<file path="src/rtl/pipe_stage_buf.sv">
// Elastic pipeline-stage buffer: a main entry plus an optional skid entry, with
// valid/ready handshaking on both sides, freeze (hold), flush (discard) and a
// saturating back-pressure cycle counter for hazard-unit debug.
module pipe_stage_buf #(
  parameter int unsigned DATA_W = 64,
  parameter int unsigned SKID   = 1,
  parameter int unsigned CNT_W  = 16
) (
  input  logic              clk_i,
  input  logic              rst_i,
  input  logic              flush_i,
  input  logic              freeze_i,
  input  logic              in_valid_i,
  output logic              in_ready_o,
  input  logic [DATA_W-1:0] in_data_i,
  output logic              out_valid_o,
  input  logic              out_ready_i,
  output logic [DATA_W-1:0] out_data_o,
  output logic [1:0]        occupancy_o,
  output logic [CNT_W-1:0]  stall_cnt_o
);

  localparam bit UseSkid = (SKID != 0);

  typedef enum logic [1:0] {
    StEmpty = 2'd0,
    StOne   = 2'd1,
    StTwo   = 2'd2
  } state_e;

  state_e             state_q, state_d;
  logic [DATA_W-1:0]  main_q, main_d;
  logic [DATA_W-1:0]  skid_q, skid_d;
  logic [CNT_W-1:0]   stall_cnt_q, stall_cnt_d;

  logic accept;
  logic fire;

  // Output side: present the main entry unless held by freeze or being flushed.
  always_comb begin
    out_valid_o = (state_q != StEmpty) && !freeze_i && !flush_i;
    out_data_o  = main_q;
  end

  // Input side: with a skid entry, ready depends only on registered state and
  // freeze/flush; without it, a full stage can only take data as it drains.
  always_comb begin
    in_ready_o = 1'b0;
    if (!rst_i && !flush_i && !freeze_i) begin
      if (UseSkid) begin
        in_ready_o = (state_q != StTwo);
      end else begin
        in_ready_o = (state_q == StEmpty) || out_ready_i;
      end
    end
  end

  assign accept = in_valid_i && in_ready_o;
  assign fire   = out_valid_o && out_ready_i;

  // Occupancy mirrors the state.
  always_comb begin
    occupancy_o = 2'd0;
    unique case (state_q)
      StEmpty: occupancy_o = 2'd0;
      StOne:   occupancy_o = 2'd1;
      StTwo:   occupancy_o = 2'd2;
      default: occupancy_o = 2'd0;
    endcase
  end

  // Next-state and entry data; entries are zeroed as soon as they are vacated.
  always_comb begin
    state_d = state_q;
    main_d  = main_q;
    skid_d  = skid_q;

    if (flush_i) begin
      state_d = StEmpty;
      main_d  = '0;
      skid_d  = '0;
    end else if (!freeze_i) begin
      unique case (state_q)
        StEmpty: begin
          if (accept) begin
            state_d = StOne;
            main_d  = in_data_i;
          end
        end
        StOne: begin
          if (accept && fire) begin
            main_d = in_data_i;
          end else if (accept && !fire) begin
            // Only reachable with a skid entry; without one in_ready implies fire.
            if (UseSkid) begin
              state_d = StTwo;
              skid_d  = in_data_i;
            end
          end else if (fire) begin
            state_d = StEmpty;
            main_d  = '0;
          end
        end
        StTwo: begin
          if (fire) begin
            state_d = StOne;
            main_d  = skid_q;
            skid_d  = '0;
          end
        end
        default: begin
          state_d = StEmpty;
          main_d  = '0;
          skid_d  = '0;
        end
      endcase
    end
  end

  // Count cycles where data is presented but not taken; saturate, never wrap.
  always_comb begin
    stall_cnt_d = stall_cnt_q;
    if (out_valid_o && !out_ready_i && (stall_cnt_q != {CNT_W{1'b1}})) begin
      stall_cnt_d = stall_cnt_q + CNT_W'(1);
    end
  end

  assign stall_cnt_o = stall_cnt_q;

  // State, entries and counter registers.
  always_ff @(posedge clk_i or posedge rst_i) begin
    if (rst_i) begin
      state_q     <= StEmpty;
      main_q      <= '0;
      skid_q      <= '0;
      stall_cnt_q <= '0;
    end else begin
      state_q     <= state_d;
      main_q      <= main_d;
      skid_q      <= skid_d;
      stall_cnt_q <= stall_cnt_d;
    end
  end

endmodule

</file>
<file path="config.mk">
export PLATFORM = sky130hd
export DESIGN_NAME = pipe_stage_buf
export DESIGN_NICKNAME = d
export VERILOG_FILES = /design/src/rtl/pipe_stage_buf.sv
export SDC_FILE = /design/constraint.sdc
export NUM_CORES = 1
export LEC_CHECK = 0
export BUFFER_PORTS_ARGS = -buffer_cell sky130_fd_sc_hd__buf_2
export CAP_MARGIN = 15
export CORE_MARGIN = 1
export CORE_UTILIZATION = 55
export CTS_BUF_LIST = sky130_fd_sc_hd__clkbuf_4 sky130_fd_sc_hd__clkbuf_8
export DETAILED_ROUTE_END_ITERATION = 10
export HOLD_SLACK_MARGIN = 0.05
export PLACE_DENSITY_LB_ADDON = 0.25
export SLEW_MARGIN = 30
export SYNTH_ARGS = -nofsm -noshare
export SYNTH_HDL_FRONTEND = slang
export SYNTH_SLANG_ARGS = --single-unit
</file>
<file path="constraint.sdc">
create_clock -name clk_i -period 6.65 [get_ports clk_i]
set_input_delay 1.33 -clock clk_i [delete_from_list [all_inputs] [get_ports clk_i]]
set_output_delay 1.33 -clock clk_i [all_outputs]
set_load 0.02 [all_outputs]
</file>
After elaboration in Yosys (flattened, before gate mapping)
Cells that the tools add are included.
{"block": "op_classes", "mul": 0, "n_mux": 23, "div": 0, "bitwise_logic": 0, "n_eq_ne": 13, "n_addsub": 1, "shift": 0, "magnitude_cmp": 0, "n_reduce_logical": 20}
{"op": "$mux 64", "count": 11}
{"op": "$pmux 64 s3", "count": 2}
{"op": "$add 16x1->16 const B", "count": 1}
{"op": "$ne 16x16->1 const B", "count": 1}
{"op": "$reduce_and 5->1", "count": 3}
{"op": "$mux 2", "count": 7}
{"op": "$ne 3x3->1 const B", "count": 4}
{"op": "$ne 4x4->1 const B", "count": 3}
{"op": "$logic_and 1x1->1", "count": 10}
{"op": "$ne 2x2->1 const B", "count": 3}
{"op": "$pmux 2 s3", "count": 1}
{"op": "$logic_not 1->1", "count": 5}
{"op": "$pmux 2 s2", "count": 1}
{"op": "$eq 2x1->1 const B", "count": 1}
{"op": "$eq 2x2->1 const B", "count": 1}
{"op": "$logic_not 2->1", "count": 1}
{"op": "$reduce_bool 2->1", "count": 1}
{"op": "$mux 1", "count": 1}
{"block": "word_totals", "mem_count": 0, "latch_bits": 0, "word_cells": 61, "rom_bits": 0, "ram_bits": 0, "output_inout_bits": 84, "register_bits": 146, "inputBits": 70}

Logic depth before layout (Yosys ltp)
{"block": "depth", "depth_word": 11, "ltp_mapped": 7, "mapped_depth_nobuf": 5}

Worst setup path after synthesis
No wires, ideal clock.
{"block": "synth_path", "path_kind": "input port to output port", "start": "input flush_i", "end": "output in_ready_o", "arrival_ps": 2205, "slack_ps": 3115, "path_stages": 3, "cell_sequence": "or2_1 buf_2 nor3_1"}
{"block": "synth_between", "elab_chain_cells": 4}
{"item": "from (decl)", "line": "11", "source": "input logic flush_i,"}
{"item": "$logic_not 1->1", "line": "49", "source": "if (!rst_i && !flush_i && !freeze_i) begin"}
{"item": "$logic_and 1x1->1 (2 in series)", "line": "49"}
{"item": "$mux 1", "line": "49"}
{"item": "to (decl)", "line": "14", "source": "output logic in_ready_o,"}
No other way between the ends.

Worst setup path in the final report
{"block": "layout_path", "start": "input flush_i", "end": "output out_valid_o"}
{"block": "layout_between", "elab_chain_cells": 2}
{"item": "$logic_not 1->1", "line": "41", "source": "out_valid_o = (state_q != StEmpty) && !freeze_i && !flush_i;"}
{"item": "$logic_and 1x1->1", "line": "41"}
{"item": "to (decl)", "line": "16", "source": "output logic out_valid_o,"}
No other way between the ends.

==> metrics.txt <==
post-synthesis cell count=612; Initial DRC Count=595; die extent in y=around 110 µm; post-synthesis instance area=7010 µm²; die width=115 µm; Worst Hold Class=flop to flop; endpoints failing setup=0; WP data arrival=2.76 ns; # port buffers=approximately 150; most frequent CP cell=buf_2; CP peak stage delay=~0.57 ns; CP required=5.32 ns; Worst setup EP type=output pin; Synth async-reset ratio=1.00; final hold violation count=0; Synth cell types=41; Final Util=0.683; via/cell ratio=6.21; Compound-Gate Fraction of Synth Area=0.240; CP endpoint=out_valid_o; Crit Path Class=input pin to output pin; CP top delay family=buffers and inverters; Vias=5698; drt drc=0; first-pass GRT wire length=between 20000 and 30000 µm; largest family of logic cells by synthesized area=compound AO/OA/AOI/OAI gates; number of buffers created by CTS=17; power per cell area=223 nW/µm²; post-cts sizing count=0; routed length on met1=7550 µm; Setup TNS=0 ns; Worst R2R End=out_data_o[12]$_DFFE_PP0P_; Simple-Gate Fraction of Synth Area=0.0889; crit-path cells=buf_2 -> buf_4 -> or2_1 -> nor2_1 -> buf_2; Post-Synth XOR/XNOR Area=0.0150; sequential share of the synthesized area=0.521; RSZ-0062 raised after global routing=false; Top FF cell, synth=dfrtp_1; Warnings, synthesis=0; FP Rows=40; Final ANT Viol Nets=0; slowest cell on the critical path=buf_4; CTS sink cnt=146; Slew headroom=0.401; Final #Nets=a little over 800; Hold Buf Count CTS=0; Max Clock Skew=between 0.009 and 0.01 ns; Post-synth EDFFs=0; clock root buffer=clkbuf_8; final wirelength=between 15000 and 20000 µm; Worst Tran Pin Value=0.899 ns; CTS tree=done; Final Max Tran Viols=0; clock buffer depth=2; fin crit share=0.615; mux cell area share after synthesis=0.0962; top layer in use=met5; TritonRoute pass-1 iters=6; io pins=154; Critical Path Stages=5; Die ar.=13200 µm²; Initial Util=0.574; Setup crit start kind=input pin; Worst-path clk slew=roughly 0.070 ns; number of synthesized register bits=146; Pleak=3.85 nW; Detail Route met2 WL=8580 µm; vias in the first global route=5418; Std-Cell Core Area=~12000 µm²; Skew-Pair Late Insertion Delay=0.44 ns; Layout area overhead=18.9%; cells on worst reg2reg path=5; Hold Startpoint=out_data_o[11]$_DFFE_PP0P_; Max rail drop VDD=~130 µV; Max-cap violations=0; Avg WL per Cell=approximately 19 µm; crit path max fanout=68; layout cells sized above 1=0.280; largest net degree at the start of global routing=93; Post-CTS Setup Inserts=0; All-Layer GR Usage=0.273; Syn Nets=683; crit path from=flush_i; CP bufs+invs=3; Avg Cell Area, Syn=11.5 µm²; H-tree Lvls=4; fmax=between 200 and 250 MHz; total grt overflow=0; RD Place Congestion=0.844; clock period minus final worst setup slack=about 4 ns; Post-Synth Adder-Cell Area=0.00179; outcome=finished clean; r2r startpoint=state_q[0]$_DFFE_PP0P_; Post-DP HPWL=approximately 11000 µm; FF-to-FF setup slack=about 3.8 ns; initial antenna violation count=2; metal3 WL=903 µm
## per-layer routing
metal / vias to the layer above / global-route usage
met5: - / 0
met4: 2 / 0.0935
met3: 24 / 0.0511
met2: 207 / 0.448
met1: 2860 / 0.367
li1: 2605 / -
## state kept, by name, summed over array words and instances (netlist names)
register,cells
out_data_o,64
skid_q,64
stall_cnt_o,16
state_q,2
## worst min-delay path by stage
stage	slack, ns	endpoint	cells after the start
after floorplan	0.49	skid_q[0]$_DFFE_PP0P_	2
after global placement	0.48	out_data_o[7]$_DFFE_PP0P_	1
after detailed placement	0.49	out_data_o[49]$_DFFE_PP0P_	1
after CTS	0.51	out_data_o[11]$_DFFE_PP0P_	1
after global routing	0.51	out_data_o[7]$_DFFE_PP0P_	1
final	0.50	out_data_o[11]$_DFFE_PP0P_	1
## kinds of logic (layout without fill, tap and decap cells)
kind of cell,count (synthesis),count (layout)
DFF,146,146
xor gates and xnor gates,12,12
AOI/OAI and AO/OA,205,205
and+or+nand+nor,120,120
muxes,67,67
adders and majority gates,1,1
other,0,1
buffers and inverters,61,198
## stage by stage
step           area (µm²)  hold slack, ns  power [mW]  cells  worst slack (ns)
2_1_floorplan        7010           0.491        1.05    612              1.40
3_3_place_gp         7840           0.483        1.12    883              2.54
6_report             8340           0.500        1.86    918              2.56
4_1_cts              8330           0.507        1.87    917              2.55
5_1_grt              8340           0.513        1.93    918              2.46
3_5_place_dp         7900           0.487        1.12    886              2.55
## cells in the final DEF (no fill, tap or decap), types with 4 or more instances in the layout
cell type / instances
nand3_1: 6
xor2_1: 7
nor2_1: 69
o2bb2ai_1: 64
a21oi_1: 5
nand2_1: 6
o21ai_0: 4
nor3_1: 8
xnor2_1: 5
a22o_1: 64
buf_4: 7
dfrtp_1: 144
clkbuf_4: 5
a22oi_1: 64
nand4_1: 8
mux2i_1: 64
buf_2: 153
clkbuf_8: 22
## report_power, final
group | switching (mW) | leakage, nW | internal [mW] | total, mW
clock | 0.314 | 0.227 | 0.440 | 0.755
sequential | 0.0183 | 2.02 | 0.905 | 0.924
combinational | 0.120 | 1.60 | 0.0639 | 0.184
total | 0.452 | 3.85 | 1.41 | 1.86
## synthesized netlist by cell type, types with 2 or more instances
library cell	number	share of area
o2bb2ai_1	64	0.080
o21ai_0	4	0.0029
inv_1	4	0.0021
and3_1	2	0.0018
a21oi_1	5	0.0036
xor2_1	7	0.0087
and2_1	2	0.0018
xnor2_1	5	0.0062
nor2_1	69	0.037
a22oi_1	64	0.069
nand4_1	8	0.0071
nand3_1	6	0.0043
buf_2	20	0.014
dfrtp_1	146	0.52
nor4_4	3	0.0091
buf_1	13	0.0070
a22o_1	64	0.080
or2_2	2	0.0018
mux2i_1	64	0.091
clkbuf_1	24	0.013
and4_1	3	0.0038
mux2_2	2	0.0032
nor3_1	8	0.0057
nand2_1	6	0.0032
## final cells by class
cell class,instances,area [µm²]
repair buffers,163,870
fillers,965,3880
well taps,168,210
clock inverters,4,95.1
diodes,1,2.50
multi-input cells,405,3140
clock buffers,27,340
inverters,4,20.0
flip-flops and latches,146,3660
No activity file was read; power rests on OpenSTA's default activity.
